$ cat src/rtl/alu_iter_pkg.sv
// alu_iter_pkg: shared definitions for the iterative ALU.
//   - opcode constants carried on the 8-bit Selector input
//   - bit positions inside the 8-bit Flags output
//   - control FSM state encoding (also driven out on the debug port)
//   - multiply/divide engine operation encoding
//   - parity helper used for the P flag
package alu_iter_pkg;

    localparam logic [7:0] OP_ADD  = 8'h01;
    localparam logic [7:0] OP_SUB  = 8'h02;
    localparam logic [7:0] OP_MUL  = 8'h03;
    localparam logic [7:0] OP_DIV  = 8'h04;
    localparam logic [7:0] OP_AND  = 8'h05;
    localparam logic [7:0] OP_OR   = 8'h06;
    localparam logic [7:0] OP_XOR  = 8'h07;
    localparam logic [7:0] OP_NOT  = 8'h08;
    localparam logic [7:0] OP_NAND = 8'h09;
    localparam logic [7:0] OP_NOR  = 8'h0A;
    localparam logic [7:0] OP_XNOR = 8'h0B;
    localparam logic [7:0] OP_SHL  = 8'h0C;
    localparam logic [7:0] OP_SHR  = 8'h0D;
    localparam logic [7:0] OP_CMP  = 8'h0E;

    localparam int FLAG_Z   = 0;
    localparam int FLAG_C   = 1;
    localparam int FLAG_S   = 2;
    localparam int FLAG_P   = 3;
    localparam int FLAG_DZ  = 4;
    localparam int FLAG_ILL = 5;
    localparam int FLAG_O   = 6;

    typedef enum logic [1:0] {
        ST_IDLE = 2'd0,
        ST_BUSY = 2'd1,
        ST_DONE = 2'd2
    } state_e;

    typedef enum logic {
        MD_MUL = 1'b0,
        MD_DIV = 1'b1
    } md_op_e;

    // 1 when the byte holds an even number of ones.
    function automatic logic even_ones8(input logic [7:0] v);
        return ~(^v);
    endfunction

endpackage

$ cat src/rtl/alu_iter_muldiv.sv
// alu_iter_muldiv: iterative unsigned multiply / restoring divide engine,
// one bit per cycle, WIDTH steps per operation.
// Ports:
//   clk, rst      clock, synchronous active-high reset (aborts a run)
//   start_i       load operands and begin (only pulsed while idle)
//   op_i          MD_MUL or MD_DIV
//   a_i, b_i      operands (multiplier/multiplicand, dividend/divisor)
//   done_o        high during the cycle whose edge performs the last step
//   lo_o, hi_o    result of that step: product low/high, or quotient/remainder
// lo_o/hi_o are the next-state values of the working registers, so the
// consumer must register them on the edge where done_o is high.
module alu_iter_muldiv
    import alu_iter_pkg::*;
#(
    parameter int WIDTH = 8
) (
    input  logic             clk,
    input  logic             rst,
    input  logic             start_i,
    input  md_op_e           op_i,
    input  logic [WIDTH-1:0] a_i,
    input  logic [WIDTH-1:0] b_i,
    output logic             done_o,
    output logic [WIDTH-1:0] lo_o,
    output logic [WIDTH-1:0] hi_o
);

    localparam int CW = $clog2(WIDTH + 1);

    logic             run_q;
    logic [CW-1:0]    cnt_q;
    md_op_e           op_q;
    logic [WIDTH-1:0] lo_q, lo_d;
    logic [WIDTH-1:0] hi_q, hi_d;
    logic [WIDTH-1:0] b_q;

    logic [WIDTH:0]   mul_sum;
    logic [WIDTH:0]   rem_sh;
    logic [WIDTH:0]   rem_diff;

    // MUL: {hi,lo} is the partial product with the multiplier shifting out
    // of lo. DIV: lo holds the dividend shifting into hi (the remainder),
    // quotient bits enter lo from the bottom.
    always_comb begin
        mul_sum  = {1'b0, hi_q} + (lo_q[0] ? {1'b0, b_q} : '0);
        rem_sh   = {hi_q, lo_q[WIDTH-1]};
        // remainder < divisor, so the shifted value is below 2*divisor and
        // the MSB of the difference is its sign.
        rem_diff = rem_sh - {1'b0, b_q};
        lo_d     = lo_q;
        hi_d     = hi_q;
        if (op_q == MD_MUL) begin
            hi_d = mul_sum[WIDTH:1];
            lo_d = {mul_sum[0], lo_q[WIDTH-1:1]};
        end else begin
            hi_d = rem_diff[WIDTH] ? rem_sh[WIDTH-1:0] : rem_diff[WIDTH-1:0];
            lo_d = {lo_q[WIDTH-2:0], ~rem_diff[WIDTH]};
        end
    end

    always_ff @(posedge clk) begin
        if (rst) begin
            run_q <= 1'b0;
            cnt_q <= '0;
            op_q  <= MD_MUL;
            lo_q  <= '0;
            hi_q  <= '0;
            b_q   <= '0;
        end else if (start_i) begin
            run_q <= 1'b1;
            cnt_q <= CW'(WIDTH);
            op_q  <= op_i;
            lo_q  <= a_i;
            hi_q  <= '0;
            b_q   <= b_i;
        end else if (run_q) begin
            lo_q  <= lo_d;
            hi_q  <= hi_d;
            cnt_q <= cnt_q - CW'(1);
            if (cnt_q == CW'(1)) begin
                run_q <= 1'b0;
            end
        end
    end

    assign done_o = run_q && (cnt_q == CW'(1));
    assign lo_o   = lo_d;
    assign hi_o   = hi_d;

endmodule

$ cat src/rtl/alu_iter.sv
// alu_iter: handshaked ALU. Single-cycle ops complete in one cycle; MUL/DIV
// iterate one bit per cycle in alu_iter_muldiv.
// Build option: define ALU_ITER_MULDIV_EN to include MUL/DIV; without it
// those opcodes are reported as illegal and the BUSY state is unreachable.
// Ports:
//   clk, rst              clock, synchronous active-high reset
//   A, B                  WIDTH-bit operands
//   Selector              8-bit opcode (see alu_iter_pkg)
//   in_valid / in_ready   operand handshake
//   out_valid / out_ready result handshake
//   X                     result (low half)
//   X_hi                  product high half / remainder / DIV-by-0 dividend
//   Flags                 {0, O, ILL, DZ, P, S, C, Z}
//   dbg_state_o           current control state
// Handshake: a transfer happens on a rising edge where valid && ready are
// both 1. in_ready is 1 only in IDLE (and not while rst is high); out_valid
// is 1 only in DONE, where X/X_hi/Flags stay frozen until out_ready.
module alu_iter
    import alu_iter_pkg::*;
#(
    parameter int WIDTH = 8
) (
    input  logic             clk,
    input  logic             rst,
    input  logic [WIDTH-1:0] A,
    input  logic [WIDTH-1:0] B,
    input  logic [7:0]       Selector,
    input  logic             in_valid,
    output logic             in_ready,
    output logic             out_valid,
    input  logic             out_ready,
    output logic [WIDTH-1:0] X,
    output logic [WIDTH-1:0] X_hi,
    output logic [7:0]       Flags,
    output state_e           dbg_state_o
);

    localparam int SHW = $clog2(WIDTH);

    state_e           state_q, state_d;
    logic [WIDTH-1:0] x_q, x_d;
    logic [WIDTH-1:0] xhi_q, xhi_d;
    logic [7:0]       flags_q, flags_d;
    logic             load;
    logic             accept;
    logic             eng_done;

    // single-cycle datapath results
    logic [WIDTH-1:0] s_lo, s_hi;
    logic             s_c, s_o, s_dz, s_ill, s_cmp, go_iter;
    logic [WIDTH:0]   sum_w, diff_w, shl_w, shr_w;
    logic [SHW-1:0]   sh_amt;
    logic             add_ovf, sub_ovf;

    // selected result feeding the output registers
    logic             r_c, r_o, r_dz, r_ill, r_cmp, r_eq;

    assign in_ready = (state_q == ST_IDLE) && !rst;
    assign accept   = in_valid && in_ready;

    always_comb begin
        s_lo    = '0;
        s_hi    = '0;
        s_c     = 1'b0;
        s_o     = 1'b0;
        s_dz    = 1'b0;
        s_ill   = 1'b0;
        s_cmp   = 1'b0;
        go_iter = 1'b0;
        sh_amt  = B[SHW-1:0];
        sum_w   = {1'b0, A} + {1'b0, B};
        diff_w  = {1'b0, A} - {1'b0, B};
        // extra bit on the shifted-out side catches the last bit lost
        shl_w   = {1'b0, A} << sh_amt;
        shr_w   = {A, 1'b0} >> sh_amt;
        add_ovf = (A[WIDTH-1] == B[WIDTH-1]) && (sum_w[WIDTH-1] != A[WIDTH-1]);
        sub_ovf = (A[WIDTH-1] != B[WIDTH-1]) && (diff_w[WIDTH-1] != A[WIDTH-1]);
        case (Selector)
            OP_ADD:  begin s_lo = sum_w[WIDTH-1:0];  s_c = sum_w[WIDTH];  s_o = add_ovf; end
            OP_SUB:  begin s_lo = diff_w[WIDTH-1:0]; s_c = diff_w[WIDTH]; s_o = sub_ovf; end
            OP_AND:  s_lo = A & B;
            OP_OR:   s_lo = A | B;
            OP_XOR:  s_lo = A ^ B;
            OP_NOT:  s_lo = ~A;
            OP_NAND: s_lo = ~(A & B);
            OP_NOR:  s_lo = ~(A | B);
            OP_XNOR: s_lo = ~(A ^ B);
            OP_SHL:  begin s_lo = shl_w[WIDTH-1:0]; s_c = shl_w[WIDTH]; end
            OP_SHR:  begin s_lo = shr_w[WIDTH:1];   s_c = shr_w[0];     end
            OP_CMP: begin
                s_lo[0] = (A == B);
                s_lo[1] = (A > B);
                s_lo[2] = (A < B);
                s_c     = diff_w[WIDTH];
                s_o     = sub_ovf;
                s_cmp   = 1'b1;
            end
`ifdef ALU_ITER_MULDIV_EN
            OP_MUL:  go_iter = 1'b1;
            OP_DIV: begin
                // divide by zero skips the engine and answers at once
                if (B == '0) begin
                    s_lo = '1;
                    s_hi = A;
                    s_dz = 1'b1;
                end else begin
                    go_iter = 1'b1;
                end
            end
`endif
            default: s_ill = 1'b1;
        endcase
    end

`ifdef ALU_ITER_MULDIV_EN
    logic [WIDTH-1:0] eng_lo, eng_hi;
    logic             eng_start;
    md_op_e           op_q, op_d;

    assign eng_start = accept && go_iter;
    assign op_d      = (Selector == OP_DIV) ? MD_DIV : MD_MUL;

    always_ff @(posedge clk) begin
        if (rst) begin
            op_q <= MD_MUL;
        end else if (eng_start) begin
            op_q <= op_d;
        end
    end

    alu_iter_muldiv #(
        .WIDTH (WIDTH)
    ) u_muldiv (
        .clk     (clk),
        .rst     (rst),
        .start_i (eng_start),
        .op_i    (op_d),
        .a_i     (A),
        .b_i     (B),
        .done_o  (eng_done),
        .lo_o    (eng_lo),
        .hi_o    (eng_hi)
    );
`else
    assign eng_done = 1'b0;
`endif

    // Result/flag capture: on accept of a single-cycle op, or on the last
    // engine step. Flags always describe the value being loaded into X.
    always_comb begin
        load  = 1'b0;
        x_d   = x_q;
        xhi_d = xhi_q;
        r_c   = 1'b0;
        r_o   = 1'b0;
        r_dz  = 1'b0;
        r_ill = 1'b0;
        r_cmp = 1'b0;
        r_eq  = 1'b0;
        if (accept && !go_iter) begin
            load  = 1'b1;
            x_d   = s_lo;
            xhi_d = s_hi;
            r_c   = s_c;
            r_o   = s_o;
            r_dz  = s_dz;
            r_ill = s_ill;
            r_cmp = s_cmp;
            r_eq  = s_lo[0];
        end
`ifdef ALU_ITER_MULDIV_EN
        else if ((state_q == ST_BUSY) && eng_done) begin
            load  = 1'b1;
            x_d   = eng_lo;
            xhi_d = eng_hi;
            r_c   = (op_q == MD_MUL) && (eng_hi != '0);
            r_o   = r_c;
        end
`endif
        flags_d           = '0;
        // illegal ops report ILL alone; CMP's Z is equality, not X==0
        flags_d[FLAG_Z]   = !r_ill && (r_cmp ? r_eq : (x_d == '0));
        flags_d[FLAG_C]   = r_c;
        flags_d[FLAG_S]   = !r_ill && x_d[WIDTH-1];
        flags_d[FLAG_P]   = !r_ill && even_ones8(x_d[7:0]);
        flags_d[FLAG_DZ]  = r_dz;
        flags_d[FLAG_ILL] = r_ill;
        flags_d[FLAG_O]   = r_o;
    end

    always_ff @(posedge clk) begin
        if (rst) begin
            x_q     <= '0;
            xhi_q   <= '0;
            flags_q <= '0;
        end else if (load) begin
            x_q     <= x_d;
            xhi_q   <= xhi_d;
            flags_q <= flags_d;
        end
    end

    always_ff @(posedge clk) begin
        if (rst) begin
            state_q <= ST_IDLE;
        end else begin
            state_q <= state_d;
        end
    end

    always_comb begin
        state_d = state_q;
        case (state_q)
            ST_IDLE: if (accept)    state_d = go_iter ? ST_BUSY : ST_DONE;
            ST_BUSY: if (eng_done)  state_d = ST_DONE;
            ST_DONE: if (out_ready) state_d = ST_IDLE;
            default:                state_d = ST_IDLE;
        endcase
    end

    assign out_valid   = (state_q == ST_DONE);
    assign X           = x_q;
    assign X_hi        = xhi_q;
    assign Flags       = flags_q;
    assign dbg_state_o = state_q;

endmodule

$ cat config.mk
export PLATFORM = sky130hd
export DESIGN_NAME = alu_iter
export DESIGN_NICKNAME = d
export VERILOG_FILES = /design/src/rtl/alu_iter_pkg.sv /design/src/rtl/alu_iter_muldiv.sv /design/src/rtl/alu_iter.sv
export SDC_FILE = /design/constraint.sdc
export NUM_CORES = 1
export LEC_CHECK = 0
export CAP_MARGIN = 10
export CORE_UTILIZATION = 30
export DETAILED_ROUTE_END_ITERATION = 6
export GPL_TIMING_DRIVEN = 0
export PLACE_DENSITY_LB_ADDON = 0.12
export SETUP_SLACK_MARGIN = 0.4
export SLEW_MARGIN = 30
export SYNTH_ARGS = -nofsm -noshare
export SYNTH_HDL_FRONTEND = slang
export SYNTH_SLANG_ARGS = --single-unit
export TNS_END_PERCENT = 5
$ cat constraint.sdc
create_clock -name clk -period 3.4 [get_ports clk]
set_input_delay 0.51 -clock clk [delete_from_list [all_inputs] [get_ports clk]]
set_output_delay 0.51 -clock clk [all_outputs]
set_load 0.01 [all_outputs]
Word level (Yosys, flattened, before mapping) --
Index checks and enable logic that the tools add are counted.
Storage, ports and cells: word-level logic and storage cells 71, output and inout port bits 28, flip-flop bits (word level) 16, bits of input ports 28
Cells by class: eq/ne operators 21, reductions and logical operators 15, bitwise logic cells 9, shift operators 2, magnitude comparators 2, muxes and demuxes 17, add/subtract/negate cells 2
Operators with widths (count):
- == test 8 x 4 -> 1 bit, second input constant | 7
- one-hot mux 5 bit (11 select lines) | 1
- one-hot mux 3 bit (12 select lines) | 1
- NOT 8 bit | 4
- == test 8 x 3 -> 1 bit, second input constant | 3
- OR reduction 12 bit | 1
- adder 8 x 8 -> 9 bit | 1
- two-way mux 1 bit | 9
- << shifter 8 x 3 -> 9 bit | 1
- >> shifter 9 x 3 -> 9 bit | 1
- subtractor 8 x 8 -> 9 bit | 1
- bitwise AND 8 bit | 1
- == test 8 x 1 -> 1 bit, second input constant | 1
- == test 8 x 2 -> 1 bit, second input constant | 1
- == test 8 bit | 1
- greater-than comparator 8 bit | 1
- zero test 8 bit | 1
- < comparator 8 bit | 1
- two-way mux 8 bit | 1
- bitwise OR 8 bit | 1
- XOR reduction 8 bit | 1
- bitwise XOR 8 bit | 1
- logical AND 1 bit | 7
- one-hot mux 2 bit (3 select lines) | 1
- 14 further kinds | 19

Depth between registers and ports, before layout --
depth after elaboration 7, mapped depth 16, mapped depth without buffers 16

Worst setup path after synthesis --
Ideal clock, no wire load.
kind in2reg, from in B[1], to reg flags_q[3] (netlist: Flags[3]), path buffers 2, data arrival time 3.387 ns, library setup time 0.129 ns, stages on the path 16, data required time 3.271 ns, slack -0.115 ns, cells stage by stage buf_6 > buf_2 > inv_1 > ha_1 > or2_2 > a221oi_1 > o21ai_0 > mux2i_1 > o41ai_2 > and2_1 > ha_1 > xor2_1 > xnor2_1 > nor2_1 > a21oi_1 > nor2_1
On the way: word-level cells in the longest chain between the ends 7, elaborated cells between the ends (all ways) 19
Ends and longest elaborated chain:
- start: declaration | RTL line alu_iter.sv:26 | input logic [WIDTH-1:0] B,
- parallel branches: the longest is 3 deep, another holds subtractor 8 x 8 -> 9 bit
- two-way mux 8 bit * | RTL line alu_iter.sv:160 | if (accept && !go_iter) begin
- XOR reduction 8 bit * | RTL line alu_iter_pkg.sv:45 | return ~(^v);
- NOT 1 bit * | RTL line alu_iter_pkg.sv:45
- logical AND 1 bit * | RTL line alu_iter.sv:185 | flags_d[FLAG_P] = !r_ill && even_ones8(x_d[7:0]);
- end signal: assignment | RTL line alu_iter.sv:199 | flags_q <= flags_d;
- end: declaration | RTL line alu_iter.sv:43 | logic [7:0] flags_q, flags_d;
Mark *: on every way between the ends. A chain may end at the register's enable or synchronous reset.

Worst setup path in the final report --
from in A[5], to reg flags_q[3] (netlist: Flags[3])
On the way: word-level cells in the longest chain between the ends 7, elaborated cells between the ends (all ways) 20
Ends and longest elaborated chain:
- start: declaration | RTL line alu_iter.sv:25 | input logic [WIDTH-1:0] A,
- parallel branches: the longest is 3 deep, another holds subtractor 8 x 8 -> 9 bit
- two-way mux 8 bit * | RTL line alu_iter.sv:160
- XOR reduction 8 bit * | RTL line alu_iter_pkg.sv:45
- NOT 1 bit * | RTL line alu_iter_pkg.sv:45
- logical AND 1 bit * | RTL line alu_iter.sv:185
Marked as above.

==> impl_metrics.ini <==
[status]
status = complete, no violations

[detailed_routing]
dr.pass1.iters = 5
via_per_inst = 5.86
wl_per_cell_um = 20.7
via_count = 3889
final_antenna_net_count = 0
finalWirelength_mm = 13.7
drt_drc_violations_left = 0
drt_iter0_markers = 367

[synthesis]
ys.warnings.count = 0
ys_ff_latch = 15
synth_most_common_cell = nand2_1
synth_area_leaders = ha_1 (11%), dfxtp_1 (9.0%), mux4_2 (6.0%), mux2i_1 (4.8%), nand2_1 (4.0%)
ys_async_sr_fraction = 0
synth-edff-count = 0
synth_seq_area_share = 0.0895
synth_common_cells = nand2_1 (36), ha_1 (29), nor2_1 (29), inv_1 (28), o21ai_0 (20)
synth_cells = 426
synth_top_area_share = 0.108
syn_area_um2 = 3350
synth_top_area_cell = ha_1
synth.distinct_cells = 85
synth.avg_cell_area_um2 = 7.87
synthFlopType = dfxtp_1

[timing]
finalMaxSlewViolations = 0
fin_crit_sh = 0.925
timing.fmax_mhz = 318
fin_ws_ns = 0.255
max_slew_margin = 0.615
min_period_ns = 3.15
setup_viol = 0
rsz0062_at_grt = true
report.final.hold_viol_count = 0
worstMarginPinSlew_ns = 0.575
fin_skew_ns = 0.00377

[layout]
final_layout_size_suffix_gt1_frac = 0.372
nNetsFinal = 584
fin_area_um2 = 4950
antenna_cells = 0
syn_to_final_growth_pct = 47.6

[grt]
grt_max_degree = 13
gr-usage-met2 = 0.389
gr-max-usage-layer = met2
grt_antenna_before_repair = 0
grt_pass1_wl_mm = 21.1
first_global_vias = 3800
grtUsageMet1 = 0.333
grt_usage = 0.240
grt-ovfl-total = 0
met3_usage = 0.0194

[floorplan]
die_area_um2 = 11600
die_y_um = 108
die_x_um = 108
core_um2 = 10900
rows = 38
ios = 56
initial_utilization = 0.308

[placed_design]
post-dp-hpwl_mm = 10.2
io_buffers = 43
pre_cts_slack_ns = -0.941
postPlaceCellArea_um2 = 4050
gp_congestion = 0.964

[clocking]
insertion_delay_ns = 0.25
clk_path_buf_depth = 2
cts_buffers = 3
clk_pin_slew_worst_paths_ns = 0.06
clock-sinks = 15
cts-hold-fix-buffers = 0
htreeDepth = 1
cts_tree = yes
cts_root_buf = clkbuf_8

[setup_path]
crit_buf_inv = 3
criticalPathCategory = input port to register
cp.required_ns = 3.52
arrival_ns = 3.27
cp_slowest_cell = mux4_2
r2r_setup_slack_ns = 0.66
path_delay_family = compound AO/OA/AOI/OAI gates
worstPathMaxFanout = 9
r2r_cells = 13
crit-reg2reg-launch = dbg_state_o[1]$_SDFFE_PP0P_
start_kind = input port
worst_setup_path_end_kind = register
slowest_delay_ns = 0.50
worstPathCellList = dlygate4sd2_1 > buf_6 > buf_6 > mux4_2 > nand3_2 > a21boi_1 > a211o_1 > o41ai_4 > and2_4 > ha_4 > xor2_1 > xnor2_1 > nor2_1 > a21oi_1 > nor2_1
r2r_end = Flags[3]$_SDFFE_PP0P_

[worst_hold_path]
hp-start = Flags[2]$_SDFFE_PP0P_
whs_path_depth = 2
hp-class = register to register
hold_end = Flags[2]$_SDFFE_PP0P_

[run]
drv_cap = 0

[power_and_ir_drop]
switching_share = 0.422
p_sw_uw = 371
p_per_area_nw_per_um2 = 178
comb_power_share = 0.628
cell_internal_pwr_uw = 509
power.leakage_nw = 1.96
pwr-share-seq = 0.205
ir_drop_mv = 0.146
clockPowerShare = 0.167
-- per-stage QoR --
step	setup TNS, ns	std cells	hold slack (ns)	total power [mW]	utilization
6_report	0	664	0.456	0.881	0.455
5_1_grt	0	664	0.494	0.929	0.455
4_1_cts	0	663	0.459	0.864	0.450
3_5_place_dp	-1.91	619	0.450	0.607	0.372
3_3_place_gp	-1.81	619	0.445	0.609	0.372
2_1_floorplan	0	436	0.481	0.462	-
-- worst register-to-register path, delay by kind of cell (launching register included) --
kind / cells / cell delay [ns]
AOI/OAI and AO/OA: 5 / 0.83
buffers and inverters: 1 / 0.21
DFF: 1 / 0.36
xor gates and xnor gates: 2 / 0.29
and+or+nand+nor: 4 / 0.70
adders and majority gates: 1 / 0.23
-- metal layers --
| layer | part of all wire | vias up | routed length, µm |
|---|---|---|---|
| li1 | - | 1773 | - |
| met1 | 0.45 | 1887 | 6160 |
| met2 | 0.46 | 187 | 6330 |
| met3 | 0.056 | 42 | 765 |
| met4 | 0.035 | 0 | 478 |
| met5 | 0 | - | 0 |
-- placed cells by master (no fill, tap or decap), drive strengths merged, types with 9 or more instances in the layout --
cell type,n
a21oi,18
buf,83
clkbuf,14
clkdlybuf4s50,20
conb,11
dfxtp,15
dlygate4sd2,12
ha,29
inv,27
mux2i,16
mux4,10
nand2,37
nand2b,9
nand3,14
nor2,31
o21ai,20
-- registers in the layout, summed over array words and instances (netlist names) --
register     cells
Flags            6
X                8
dbg_state_o      1
-- cells by family (layout without fill, tap and decap cells) --
family | after synthesis | count (layout) | share of synthesized area
AO/OA/AOI/OAI | 126 | 126 | 0.286
XOR/XNOR | 10 | 10 | 0.0261
adder cells (fa/ha/maj) | 31 | 31 | 0.120
buffers and inverters | 71 | 159 | 0.109
flip-flops | 15 | 15 | 0.0895
multiplexers | 27 | 27 | 0.119
other | 1 | 11 | 0.00112
AND/OR/NAND/NOR | 145 | 145 | 0.248
-- power by group through the flow --
| stage | sequential, mW | clock, mW | combinational (mW) |
|---|---|---|---|
| 4_1_cts | 0.181 | 0.151 | 0.532 |
| 2_1_floorplan | 0.186 | 0 | 0.276 |
| 6_report | 0.181 | 0.147 | 0.553 |
| 3_5_place_dp | 0.185 | 0 | 0.422 |
| 3_3_place_gp | 0.184 | 0 | 0.425 |
| 5_1_grt | 0.181 | 0.162 | 0.586 |
-- area by class of cell --
cell class	instances	area, µm²
tap	140	175
inverter	28	126
clock buffer	4	45.0
multi-input combinational	350	3190
timing repair buffer	84	716
fill	1111	5940
buffer	43	393
sequential	15	300
-- how the worst max path moves through the flow --
stage               from                     to  slack [ns]  depth (start not counted)
finish              A[5]  Flags[3]$_SDFFE_PP0P_        0.25                         15
global route        B[0]  Flags[3]$_SDFFE_PP0P_        0.16                         17
CTS                 B[1]  Flags[3]$_SDFFE_PP0P_        0.26                         17
detailed placement  A[3]  Flags[3]$_SDFFE_PP0P_       -0.94                         16
global placement    A[1]  Flags[3]$_SDFFE_PP0P_       -0.93                         15
floorplan           B[1]  Flags[3]$_SDFFE_PP0P_        0.31                         16
-- what timing repair did --
action / in CTS / in global routing
pin swaps: 41 / 18
hold endpoints to repair: 0 / 0
resized for setup: 178 / 12
setup buffers: 40 / 1
setup endpoints to repair: 9 / 2
No activity file was read; power rests on OpenSTA's default activity.
